**config.mk**
```make
export PLATFORM = sky130hd
export DESIGN_NAME = video_timing_gen
export DESIGN_NICKNAME = d
export VERILOG_FILES = /design/src/rtl/video_timing_gen.sv
export SDC_FILE = /design/constraint.sdc
export NUM_CORES = 1
export LEC_CHECK = 0
export CORE_ASPECT_RATIO = 0.75
export CORE_UTILIZATION = 30
export DETAILED_ROUTE_END_ITERATION = 10
export PLACE_DENSITY = 0.45
export SYNTH_ARGS = -nofsm -noshare
export SYNTH_HDL_FRONTEND = slang
export SYNTH_SLANG_ARGS = --single-unit
```
**constraint.sdc**
```tcl
create_clock -name clk -period 7.7 [get_ports clk]
set_clock_uncertainty 0.05 [all_clocks]
set_input_delay 1.155 -clock clk [delete_from_list [all_inputs] [get_ports clk]]
set_output_delay 1.155 -clock clk [all_outputs]
set_load 0.01 [all_outputs]
```
**src/rtl/video_timing_gen.sv**
```systemverilog
// Runtime-programmable raster timing generator: h/v counters, valid/ready mode
// loading applied only at frame wrap, and PIPE-delayed hsync/vsync/de.
module video_timing_gen #(
  parameter int unsigned CW         = 12,
  parameter int unsigned PIPE       = 2,
  parameter int unsigned DEF_H_ACT  = 800,
  parameter int unsigned DEF_H_FP   = 40,
  parameter int unsigned DEF_H_SYNC = 128,
  parameter int unsigned DEF_H_BP   = 88,
  parameter int unsigned DEF_V_ACT  = 600,
  parameter int unsigned DEF_V_FP   = 1,
  parameter int unsigned DEF_V_SYNC = 4,
  parameter int unsigned DEF_V_BP   = 23,
  parameter int unsigned DEF_HS_POL = 1,
  parameter int unsigned DEF_VS_POL = 1
) (
  input  logic          clk,
  input  logic          reset_n,
  input  logic [CW-1:0] cfg_h_act,
  input  logic [CW-1:0] cfg_h_fp,
  input  logic [CW-1:0] cfg_h_sync,
  input  logic [CW-1:0] cfg_h_bp,
  input  logic [CW-1:0] cfg_v_act,
  input  logic [CW-1:0] cfg_v_fp,
  input  logic [CW-1:0] cfg_v_sync,
  input  logic [CW-1:0] cfg_v_bp,
  input  logic          cfg_hs_pol,
  input  logic          cfg_vs_pol,
  input  logic          cfg_valid,
  output logic          cfg_ready,
  output logic          cfg_err,
  output logic          cfg_applied,
  output logic [CW-1:0] x,
  output logic [CW-1:0] y,
  output logic          req_valid,
  output logic          line_start,
  output logic          frame_start,
  output logic          hsync,
  output logic          vsync,
  output logic          de
);

  localparam int unsigned TW = CW + 2;
  localparam logic DEF_HS = 1'(DEF_HS_POL);
  localparam logic DEF_VS = 1'(DEF_VS_POL);

  typedef struct packed {
    logic [CW-1:0] h_act, h_fp, h_sync, h_bp;
    logic [CW-1:0] v_act, v_fp, v_sync, v_bp;
    logic          hs_pol, vs_pol;
  } mode_t;

  localparam mode_t DEF_MODE = '{
    h_act: CW'(DEF_H_ACT), h_fp: CW'(DEF_H_FP), h_sync: CW'(DEF_H_SYNC), h_bp: CW'(DEF_H_BP),
    v_act: CW'(DEF_V_ACT), v_fp: CW'(DEF_V_FP), v_sync: CW'(DEF_V_SYNC), v_bp: CW'(DEF_V_BP),
    hs_pol: DEF_HS, vs_pol: DEF_VS};

  typedef enum logic {CFG_OPEN, CFG_PENDING} cfg_state_t;

  cfg_state_t    state, state_nxt;
  mode_t         shadow, pending, cfg_mode;
  logic [TW-1:0] hc, vc, h_total, v_total;
  logic [TW-1:0] hs_start, hs_end, vs_start, vs_end;
  logic          h_wrap, v_wrap, frame_wrap, cfg_fire, cfg_zero, apply, apply_d;
  logic          active, hs_r, vs_r, de_r;

  assign cfg_mode = '{
    h_act: cfg_h_act, h_fp: cfg_h_fp, h_sync: cfg_h_sync, h_bp: cfg_h_bp,
    v_act: cfg_v_act, v_fp: cfg_v_fp, v_sync: cfg_v_sync, v_bp: cfg_v_bp,
    hs_pol: cfg_hs_pol, vs_pol: cfg_vs_pol};

  assign h_total  = TW'(shadow.h_act) + TW'(shadow.h_fp) + TW'(shadow.h_sync) + TW'(shadow.h_bp);
  assign v_total  = TW'(shadow.v_act) + TW'(shadow.v_fp) + TW'(shadow.v_sync) + TW'(shadow.v_bp);
  assign hs_start = TW'(shadow.h_act) + TW'(shadow.h_fp);
  assign hs_end   = hs_start + TW'(shadow.h_sync);
  assign vs_start = TW'(shadow.v_act) + TW'(shadow.v_fp);
  assign vs_end   = vs_start + TW'(shadow.v_sync);

  assign h_wrap     = (hc == h_total - TW'(1));
  assign v_wrap     = (vc == v_total - TW'(1));
  assign frame_wrap = h_wrap && v_wrap;
  assign active     = (hc < TW'(shadow.h_act)) && (vc < TW'(shadow.v_act));

  assign cfg_ready = (state == CFG_OPEN);
  assign cfg_fire  = cfg_valid && cfg_ready;
  assign cfg_zero  = (cfg_h_act == '0) || (cfg_h_fp == '0) || (cfg_h_sync == '0) ||
                     (cfg_h_bp == '0) || (cfg_v_act == '0) || (cfg_v_fp == '0) ||
                     (cfg_v_sync == '0) || (cfg_v_bp == '0);
  assign apply     = frame_wrap && (state == CFG_PENDING);

  always_ff @(posedge clk) begin
    if (!reset_n) state <= CFG_OPEN;
    else          state <= state_nxt;
  end

  always_comb begin
    state_nxt = state;
    unique case (state)
      CFG_OPEN:    if (cfg_fire && !cfg_zero) state_nxt = CFG_PENDING;
      CFG_PENDING: if (frame_wrap) state_nxt = CFG_OPEN;
      default:     state_nxt = CFG_OPEN;
    endcase
  end

  always_ff @(posedge clk) begin
    if (!reset_n) begin
      shadow      <= DEF_MODE;
      pending     <= '0;
      hc          <= '0;
      vc          <= '0;
      apply_d     <= 1'b0;
      cfg_err     <= 1'b0;
      cfg_applied <= 1'b0;
      x           <= '0;
      y           <= '0;
      req_valid   <= 1'b0;
      line_start  <= 1'b0;
      frame_start <= 1'b0;
      hs_r        <= ~DEF_HS;
      vs_r        <= ~DEF_VS;
      de_r        <= 1'b0;
    end else begin
      if (cfg_fire && !cfg_zero) pending <= cfg_mode;
      if (apply) shadow <= pending;
      if (h_wrap) begin
        hc <= '0;
        vc <= v_wrap ? '0 : vc + TW'(1);
      end else begin
        hc <= hc + TW'(1);
      end
      cfg_err <= cfg_fire && cfg_zero;
      // apply_d lines cfg_applied up with the frame_start of the (0,0) state
      apply_d     <= apply;
      cfg_applied <= apply_d;
      x           <= active ? hc[CW-1:0] : '0;
      y           <= active ? vc[CW-1:0] : '0;
      req_valid   <= active;
      line_start  <= (hc == '0);
      frame_start <= (hc == '0) && (vc == '0);
      hs_r        <= ((hc >= hs_start) && (hc < hs_end)) ? shadow.hs_pol : ~shadow.hs_pol;
      vs_r        <= ((vc >= vs_start) && (vc < vs_end)) ? shadow.vs_pol : ~shadow.vs_pol;
      de_r        <= active;
    end
  end

  if (PIPE == 0) begin : g_nopipe
    assign hsync = hs_r;
    assign vsync = vs_r;
    assign de    = de_r;
  end else begin : g_pipe
    logic [PIPE-1:0] hs_p, vs_p, de_p;
    always_ff @(posedge clk) begin
      if (!reset_n) begin
        hs_p <= {PIPE{~DEF_HS}};
        vs_p <= {PIPE{~DEF_VS}};
        de_p <= '0;
      end else begin
        hs_p[0] <= hs_r;
        vs_p[0] <= vs_r;
        de_p[0] <= de_r;
        for (int unsigned i = 1; i < PIPE; i++) begin
          hs_p[i] <= hs_p[i-1];
          vs_p[i] <= vs_p[i-1];
          de_p[i] <= de_p[i-1];
        end
      end
    end
    assign hsync = hs_p[PIPE-1];
    assign vsync = vs_p[PIPE-1];
    assign de    = de_p[PIPE-1];
  end

endmodule

```
==> flow_metrics.py <==
metrics = {
    "synthesis": {
        "synthArstFlopShare_pct": 0,
        "synth_edf_count": 0,
        "synth_warnings": 0,
        "synth_commonest_cells": "dfxtp_1 (263), nor2_1 (257), mux2i_1 (203)",
        "synth-seq-cells": 263,
        "synth_flop_cell": "dfxtp_1",
        "synth_area_um2": 15300,
        "syn_inst": 1712,
        "ys_seq_area_share_pct": 34.3,
        "yosysMostFrequentCell": "dfxtp_1",
        "netlist.top_cell.by_area": "dfxtp_1",
        "yosysUniqueCellTypes": 70,
        "synth_top_area_share_pct": 34.3,
        "ys_top_cells_by_area": "dfxtp_1 (34%), mux2i_1 (13%), ha_1 (13%)",
        "postSynthAreaPerCell_um2": 8.96,
        "synth_fp_nets": 1981,
    },
    "drt": {
        "vias_per_cell": 4.77,
        "drc_errors": 0,
        "finalWirelength_mm": 41.7,
        "first_pass_iters": 5,
        "wl_per_cell_um": 16.7,
        "via_count": 11900,
        "ant_nets": 0,
        "drtIter0Drc": 622,
    },
    "setup_path": {
        "reg2reg_depth": 28,
        "r2r_slack_ns": 0.80,
        "end_kind": "flip-flop",
        "worstPathArrival_ns": 7.27,
        "path_class": "flip-flop to flip-flop",
        "start_kind": "flip-flop",
        "startpoint": "shadow[87]",
        "critical_path.top_delay_family": "compound AO/OA/AOI/OAI gates",
        "cp_common_cell": "a21oi_1",
        "crit_required_ns": 8.08,
        "crit_end": "shadow[76]",
        "crit_slowest_cell": "or4_4",
        "path_buf_inv": 1,
        "regToRegEndpoint": "shadow[76]",
        "cp_max_fo": 77,
        "cp_slowest_stage_delay_ns": 0.52,
        "r2r_start": "shadow[87]",
        "path_depth": 28,
    },
    "clock_tree": {
        "numCtsBuffers": 30,
        "hold_buffers": 0,
        "cts_tree": "done",
        "ctsResizeCount": 0,
        "clock_latency_ns": 0.58,
        "cts-root-buf": "clkbuf_16",
        "clock_sinks": 263,
        "clk_pin_slew_ns": 0.06,
        "cts_post_setup_buffers_inserted": 0,
        "h-tree-depth": 1,
        "cts_max_path_buffers": 3,
    },
    "floorplan": {
        "die_h_um": 198,
        "pin_count": 134,
        "coreArea_um2": 50300,
        "initial_core_util_pct": 30.5,
        "die_x_um": 263,
        "rows": 71,
        "die-area_um2": 52100,
    },
    "sta": {
        "hold_viol": 0,
        "post-route-min-period_ns": 6.90,
        "worstMarginPinSlew_ns": 1.05,
        "grt_setup_unrepaired": "no",
        "fmax_ghz": 0.145,
        "drv_slew": 0,
        "setup_viol": 0,
        "fin_crit_sh_pct": 89.6,
        "tns_ns": 0,
        "maxSlewHeadroom_pct": 30.0,
    },
    "global_routing": {
        "gr-total-overflow": 0,
        "antenna_found_initial": 1,
        "grt_use_total_pct": 15.9,
        "grt_max_degree": 100,
        "grt_pass1_vias": 11300,
        "grt_pass1_wl_mm": 65.4,
    },
    "power_and_ir_drop": {
        "cellLeakagePower_nw": 8.58,
        "ir_drop_v": 0.000145,
        "powerDensity_nw_per_um2": 168,
    },
    "cells_and_area": {
        "instances_no_fill": 2502,
        "final_layout_size_suffix_gt1_share_pct": 4.07,
        "final_cell_area_um2": 18300,
        "syn2layout_area_growth_pct": 19.5,
        "n_fill_cell": 5105,
        "final_core_util_pct": 36.5,
        "fin_nets": 2093,
        "num_antenna_cells": 0,
    },
    "placed_design": {
        "dp.cells": 2449,
        "placed_area_um2": 17300,
        "dp_hpwl_mm": 32.5,
        "port_buffers": 133,
        "routabilityCongestion": 0.863,
    },
    "run": {
        "maxCapViolCount": 0,
    },
    "worst_hold_path": {
        "hold_path.class": "flip-flop to flip-flop",
        "hold_start": "vs_r",
        "holdPathStages": 1,
    },
    "run_status": {
        "outcome": "completed",
    },
}
## metrics by stage
stage	total power, mW	hold WS [ns]	worst slack, ns
2_1_floorplan	1.55	0.362	1.65
6_report	3.08	0.384	0.803
5_1_grt	3.20	0.402	0.167
3_3_place_gp	1.66	0.364	0.830
3_5_place_dp	1.66	0.372	0.833
4_1_cts	3.13	0.388	0.769
## state kept, by name, summed over array words and instances (netlist names)
signal and count:
g_pipe.de_p 2, g_pipe.vs_p 2, cfg_err 1, g_pipe.hs_p 2, apply_d 1, vc 14, frame_start 1, cfg_applied 1
line_start 1, shadow 98, vs_r 1, hs_r 1, y 12, pending 98, x 12, de_r 1
state 1, hc 14
## kinds of logic (layout without fill, tap and decap cells)
family	after synthesis	in the layout	share of synthesized area (%)
AND/OR/NAND/NOR	517	517	15.9
flip-flops	263	263	34.3
AO/OA/AOI/OAI	255	255	11.1
adder cells (fa/ha/maj)	172	172	14.3
multiplexers	204	204	13.4
XOR/XNOR	104	104	5.98
buffers and inverters	197	330	5.06
## per-layer routing
layer / track usage (%) / share of wire, % / vias to the layer above
met2: 21.0 / 36 / 225
met1: 26.1 / 59 / 5498
met4: 2.75 / 1.5 / 0
met3: 2.18 / 3.8 / 35
met5: 0 / 0 / -
li1: - / - / 6172
## power breakdown
part           total [mW]  internal, mW  switching, mW
clock                1.45         0.856          0.589
sequential           1.43          1.40         0.0283
combinational       0.204         0.106         0.0989
total                3.08          2.36          0.717
## worst min path at each step
stage / slack [ns] / end
4_1_cts: 0.39 / g_pipe.vs_p[0]
5_1_grt: 0.40 / g_pipe.vs_p[0]
3_5_place_dp: 0.37 / g_pipe.vs_p[0]
6_report: 0.38 / g_pipe.vs_p[0]
2_1_floorplan: 0.36 / cfg_applied
3_3_place_gp: 0.36 / g_pipe.de_p[1]
## area by class of cell
| cell class | count | area (µm²) | share of cell area (%) |
|---|---|---|---|
| Timing Repair Buffer | 145 | 1430 | 7.79 |
| Inverter | 132 | 500 | 2.73 |
| Tap cell | 657 | 822 | 4.48 |
| Sequential cell | 263 | 5270 | 28.7 |
| Clock buffer | 42 | 836 | 4.56 |
| Multi-Input combinational cell | 1252 | 9330 | 50.9 |
| Clock inverter | 11 | 155 | 0.846 |
## cells in the final DEF (no fill, tap or decap), types with 10 or more instances in the layout
master           netlist  layout
nor2_1               257     257
buf_4                  0      11
ha_1                 162     162
and2_1                34      34
o211ai_1              12      12
clkdlybuf4s50_1        0     132
xnor2_1               53      53
xor2_1                50      50
o21bai_1              11      11
dfxtp_1              263     263
nand2b_1              24      24
nor3_1                10      10
inv_1                131     131
o21a_1                18      18
mux2i_1              203     203
a211oi_1              11      11
nand3_1               26      26
clkbuf_16              0      30
o21ai_0               47      47
nand4_1               18      18
nand2_1               67      67
a21oi_1               56      56
nor4_1                33      33
a21o_1                51      51
## worst reg2reg max path, delay by kind of cell, from the launching register on
| kind | cells | cell delay (ns) |
|---|---|---|
| AO/OA/AOI/OAI | 13 | 2.36 |
| flip-flops | 1 | 0.40 |
| multiplexers | 1 | 0.31 |
| adder cells (fa/ha/maj) | 3 | 1.01 |
| XOR/XNOR | 3 | 0.68 |
| AND/OR/NAND/NOR | 7 | 1.64 |
| buffers and inverters | 1 | 0.29 |
Note: power is estimated with default switching activity, not from simulation.
